===== config.mk =====
export PLATFORM = sky130hd
export DESIGN_NAME = dct_it_math
export DESIGN_NICKNAME = d
export VERILOG_FILES = /design/src/rtl/dct_it_math.sv
export SDC_FILE = /design/constraint.sdc
export NUM_CORES = 2
export LEC_CHECK = 0
export BUFFER_PORTS_ARGS = -buffer_cell sky130_fd_sc_hd__buf_4
export CORE_MARGIN = 2
export CORE_UTILIZATION = 55
export DETAILED_ROUTE_END_ITERATION = 6
export HOLD_SLACK_MARGIN = 0.08
export PLACE_DENSITY = 0.72
export SYNTH_ARGS = -nofsm -noshare
export SYNTH_HDL_FRONTEND = slang
export SYNTH_SLANG_ARGS = --single-unit

===== constraint.sdc =====
create_clock -name clk_i -period 13.89 [get_ports clk_i]
set_clock_uncertainty 0.05 [all_clocks]
set_input_delay 1.389 -clock clk_i [delete_from_list [all_inputs] [get_ports clk_i]]
set_output_delay 1.389 -clock clk_i [all_outputs]
set_load 0.005 [all_outputs]

===== src/rtl/dct_it_math.sv =====
// Inverse 8-point lifting binDCT: seven registered stages, one vector per cycle.
// The forward lifting steps are undone in reverse order with identical rounding.
module dct_it_math #(
   parameter int W_I   = 16,
   parameter int W_O   = 16,
   parameter int W_INT = W_I + 4
) (
   input  logic               clk_i,
   input  logic               rst_n,
   input  logic               in_valid_i,
   input  logic [8*W_I-1:0]   in_data_i,
   output logic               out_valid_o,
   output logic [8*W_O-1:0]   out_data_o
);

   typedef logic signed [W_INT-1:0] lane_t;

   localparam lane_t OMax = lane_t'((2 ** (W_O - 1)) - 1);
   localparam lane_t OMin = lane_t'(-(2 ** (W_O - 1)));

   // Round-half-away-from-zero of k*v/8.
   function automatic lane_t rnd(input logic [2:0] k, input lane_t v);
      logic signed [W_INT+3:0] ve, ke, p, m;
      ve = {{4{v[W_INT-1]}}, v};
      ke = {{(W_INT + 1){1'b0}}, k};
      p  = ve * ke;
      m  = p[W_INT+3] ? -p : p;
      m  = (m + (W_INT + 4)'(4)) >>> 3;
      return p[W_INT+3] ? -m[W_INT-1:0] : m[W_INT-1:0];
   endfunction

   // Floor of (a +/- b)/2, computed one bit wider so the sum cannot wrap.
   function automatic lane_t half(input lane_t a, input lane_t b, input logic sub);
      logic signed [W_INT:0] s;
      s = sub ? ({a[W_INT-1], a} - {b[W_INT-1], b}) : ({a[W_INT-1], a} + {b[W_INT-1], b});
      return s[W_INT:1];
   endfunction

   function automatic logic [W_O-1:0] sat(input lane_t v);
      if (v > OMax) return OMax[W_O-1:0];
      if (v < OMin) return OMin[W_O-1:0];
      return v[W_O-1:0];
   endfunction

   logic [6:0] vld_q;
   lane_t      s1_d [8], s1_q [8];
   lane_t      s2_d [8], s2_q [8];
   lane_t      s3_d [8], s3_q [8];
   lane_t      s4_d [8], s4_q [8];
   lane_t      s5_d [8], s5_q [8];
   lane_t      s6_d [8], s6_q [8];
   lane_t      x [8];
   logic [8*W_O-1:0] out_d, out_q;

   always_comb begin
      for (int i = 0; i < 8; i++) begin
         s1_d[i] = lane_t'($signed(in_data_i[i*W_I +: W_I]));
      end

      // Lanes: y0 c1 y2 c3 c4 y5 c6 y7
      s2_d    = s1_q;
      s2_d[1] = rnd(3'd4, s1_q[0]) - s1_q[1];
      s2_d[3] = s1_q[3] - rnd(3'd3, s1_q[2]);
      s2_d[4] = s1_q[4] + rnd(3'd1, s1_q[7]);
      s2_d[6] = s1_q[6] + rnd(3'd4, s1_q[5]);

      s3_d    = s2_q;
      s3_d[0] = s2_q[0] - s2_q[1];
      s3_d[2] = s2_q[2] + rnd(3'd3, s2_q[3]);
      s3_d[5] = s2_q[5] - rnd(3'd7, s2_q[6]);

      // Lanes: a0 a1 a2 a3 a4 b5 b6 a7
      s4_d[0] = half(s3_q[0], s3_q[3], 1'b0);
      s4_d[3] = half(s3_q[0], s3_q[3], 1'b1);
      s4_d[1] = half(s3_q[1], s3_q[2], 1'b0);
      s4_d[2] = half(s3_q[1], s3_q[2], 1'b1);
      s4_d[4] = half(s3_q[4], s3_q[5], 1'b0);
      s4_d[5] = half(s3_q[4], s3_q[5], 1'b1);
      s4_d[7] = half(s3_q[7], s3_q[6], 1'b0);
      s4_d[6] = half(s3_q[7], s3_q[6], 1'b1);

      s5_d    = s4_q;
      s5_d[5] = rnd(3'd5, s4_q[6]) - s4_q[5];

      s6_d    = s5_q;
      s6_d[6] = s5_q[6] - rnd(3'd3, s5_q[5]);

      x[0] = half(s6_q[0], s6_q[7], 1'b0);
      x[7] = half(s6_q[0], s6_q[7], 1'b1);
      x[1] = half(s6_q[1], s6_q[6], 1'b0);
      x[6] = half(s6_q[1], s6_q[6], 1'b1);
      x[2] = half(s6_q[2], s6_q[5], 1'b0);
      x[5] = half(s6_q[2], s6_q[5], 1'b1);
      x[3] = half(s6_q[3], s6_q[4], 1'b0);
      x[4] = half(s6_q[3], s6_q[4], 1'b1);

      out_d = '0;
      for (int i = 0; i < 8; i++) begin
         out_d[i*W_O +: W_O] = sat(x[i]);
      end
   end

   // Each stage loads only behind a valid vector so bubbles leave data untouched.
   always_ff @(posedge clk_i or negedge rst_n) begin
      if (!rst_n) begin
         vld_q <= '0;
         out_q <= '0;
         for (int i = 0; i < 8; i++) begin
            s1_q[i] <= '0;
            s2_q[i] <= '0;
            s3_q[i] <= '0;
            s4_q[i] <= '0;
            s5_q[i] <= '0;
            s6_q[i] <= '0;
         end
      end else begin
         vld_q <= {vld_q[5:0], in_valid_i};
         if (in_valid_i) s1_q <= s1_d;
         if (vld_q[0])   s2_q <= s2_d;
         if (vld_q[1])   s3_q <= s3_d;
         if (vld_q[2])   s4_q <= s4_d;
         if (vld_q[3])   s5_q <= s5_d;
         if (vld_q[4])   s6_q <= s6_d;
         if (vld_q[5])   out_q <= out_d;
      end
   end

   assign out_valid_o = vld_q[6];
   assign out_data_o  = out_q;

endmodule


==> flow_metrics.py <==
metrics = {
    "timing": {
        "slew_violations": 0,
        "hold_viol": 0,
        "tightest_slew_ps": 1240,
        "setup_tns_ps": 0,
        "whs_ps": 431,
        "grt_setup_unrepaired": "no",
        "max_freq_ghz": 0.111,
        "setup_viol_count_final": 0,
        "fin_crit_ps": 9040,
        "max_slew_margin": 0.164,
        "post-route-period-util": 0.651,
    },
    "clock_tree": {
        "cts_root_buffer": "clkbuf_16",
        "cts_tree": "yes",
        "clock_latency_ps": 760,
        "clk_pin_slew_worst_paths_ps": 60,
        "cts.path.max_buffers": 3,
        "cts_hold_buf": 0,
        "cts_sinks": 1043,
        "cts_buffers": 113,
        "cts_setup_buffers": 0,
        "ctsResizeCount": 0,
        "htree_levels": 3,
    },
    "final_layout": {
        "drive_gt1_frac": 0.130,
        "final-seq-area_um2": 26100,
        "utilization": 0.606,
        "nets": 9631,
        "areaGrowthSynthToFinish_pct": 9.33,
        "final_cell_count_no_fill": 10762,
        "multi_input_area_um2": 48700,
        "most-common-layout-cells": "1,037 x dfrtp_1, 694 x nor2_1, 678 x ha_1",
        "fill_cells": 12220,
        "layout_commonest_cell": "dfrtp_1",
    },
    "hold_path": {
        "hold_path_class": "reg2reg",
    },
    "yosys": {
        "ys_ff_latch": 1043,
        "syn_nets": 9559,
        "syn_area_per_cell_um2": 9.02,
        "ys.flop_type": "dfrtp_1",
        "syn_inst": 8703,
        "synthArstFlopShare": 1.00,
        "synth_warnings": 0,
        "seq_area_frac_synth": 0.333,
        "synth_area_um2": 78500,
        "synth_cell_type_count": 120,
        "synth_edf_count": 0,
    },
    "worst_setup_path": {
        "path_common_cell": "ha_1",
        "start_kind": "register",
        "critPathArrivalTime_ps": 9680,
        "cpMaxStageDelayCell": "fa_1",
        "worstSetupPathType": "reg2reg",
        "crit_fanout": 26,
        "slowest_delay_ps": 490,
        "cp-end-kind": "register",
        "crit_required_ps": 14530,
    },
    "route": {
        "vias": 64778,
        "drt_iter0_markers": 5067,
        "route.detailed.drc": 0,
        "drt_pass1_iterations": 5,
        "detail-route-antenna-nets": 0,
        "wl_per_cell_um": 20.2,
        "wirelength_um": 218000,
        "viasPerCell": 6.02,
    },
    "placed_design": {
        "hpwlAfterDp_um": 171000,
        "dp_cells": 10550,
        "gp_congestion": 0.955,
        "numPortBuffers": 259,
    },
    "die": {
        "die_area_um2": 146000,
        "coreArea_um2": 142000,
        "ios": 260,
        "die_x_um": 382,
        "initial_core_util": 0.554,
        "rows": 138,
        "die_h_um": 382,
    },
    "global_routing": {
        "first_global_vias": 61510,
        "overflow": 0,
        "antenna_found_initial": 13,
        "grt_max_degree": 197,
        "grt.total_usage": 0.293,
        "grt_pass1_wl_um": 345000,
    },
    "flow_run": {
        "max_cap_viol_count": 0,
    },
    "status": {
        "outcome": "completed",
    },
}
==> per-stage QoR <==
| stage | area, µm² | setup WS, ps |
|---|---|---|
| CTS | 85800 | 4980 |
| finish | 85800 | 4850 |
| global placement | 81900 | 5150 |
| global route | 85800 | 4210 |
| floorplan | 78500 | 5500 |
| detailed placement | 81900 | 5030 |
==> logic make-up (layout without fill, tap and decap cells) <==
family	count (synthesis)	after routing	synth area share
adder cells (fa/ha/maj)	726	726	0.120
AO/OA/AOI/OAI	2243	2243	0.188
other	0	5	0
XOR/XNOR	756	756	0.0857
flip-flops	1043	1043	0.333
AND/OR/NAND/NOR	2385	2385	0.146
buffers and inverters	989	1153	0.0479
multiplexers	561	561	0.0800
==> state kept, by name (all words and copies together) (netlist names) <==
name,flops
s4_q,160
vld_q,7
s1_q,128
s5_q,160
s2_q,144
out_data_o,128
s6_q,160
s3_q,156
==> critical path: cells and delay by family, from the launching register on <==
kind                     cells  cell delay (ps)
AO/OA/AOI/OAI               13             3270
XOR/XNOR                     4              910
adder cells (fa/ha/maj)      5             1700
buffers and inverters        4              570
flip-flops                   1              440
multiplexers                 2              310
AND/OR/NAND/NOR              9             1720
==> worst paths after layout <==
path,start,end,slack [ps],cells after the start
max,s2_q[22],s3_q[59],4850,37
min,s4_q[115],s4_q[115],430,1
max reg2reg,s2_q[22],s3_q[59],4850,37
min reg2reg,s4_q[115],s4_q[115],430,1
max in group asynchronous,rst_n,vld_q[1],10610,3
min in group asynchronous,rst_n,out_data_o[31],570,1
==> synth_stat cells (98+ instances only) <==
| library cell | number | area (µm²) |
|---|---|---|
| clkbuf_1 | 283 | 1060 |
| nor3_1 | 215 | 1080 |
| ha_1 | 678 | 8480 |
| inv_1 | 640 | 2400 |
| dfrtp_1 | 1043 | 26100 |
| o21ai_0 | 566 | 2830 |
| a21o_1 | 98 | 736 |
| xor2_1 | 170 | 1490 |
| nand3_1 | 151 | 756 |
| a21oi_1 | 531 | 2660 |
| xnor2_1 | 577 | 5050 |
| nor2_1 | 694 | 2610 |
| nand2_1 | 645 | 2420 |
| o21bai_1 | 114 | 856 |
| or3_1 | 116 | 726 |
| mux2_2 | 530 | 5970 |
==> cell type report <==
| type | count | area share |
|---|---|---|
| Tap cell | 1890 | 0.0276 |
| Sequential cell | 1043 | 0.304 |
| Clock inverter | 49 | 0.00746 |
| Clock buffer | 158 | 0.0382 |
| Timing Repair Buffer | 301 | 0.0270 |
| Antenna cell | 5 | 0.000146 |
| Inverter | 645 | 0.0282 |
| Multi-Input combinational cell | 6671 | 0.567 |
==> per-layer routing <==
layer	GRT usage	share of wire	up-vias
li1	-	-	31120
met1	0.440	0.48	31604
met2	0.447	0.43	1778
met3	0.0373	0.062	272
met4	0.0671	0.024	4
met5	0	0.00012	-
Power is left out: the tool's default activity adds up to more than one toggle a clock period on the data nets, which glitch-free logic cannot reach.
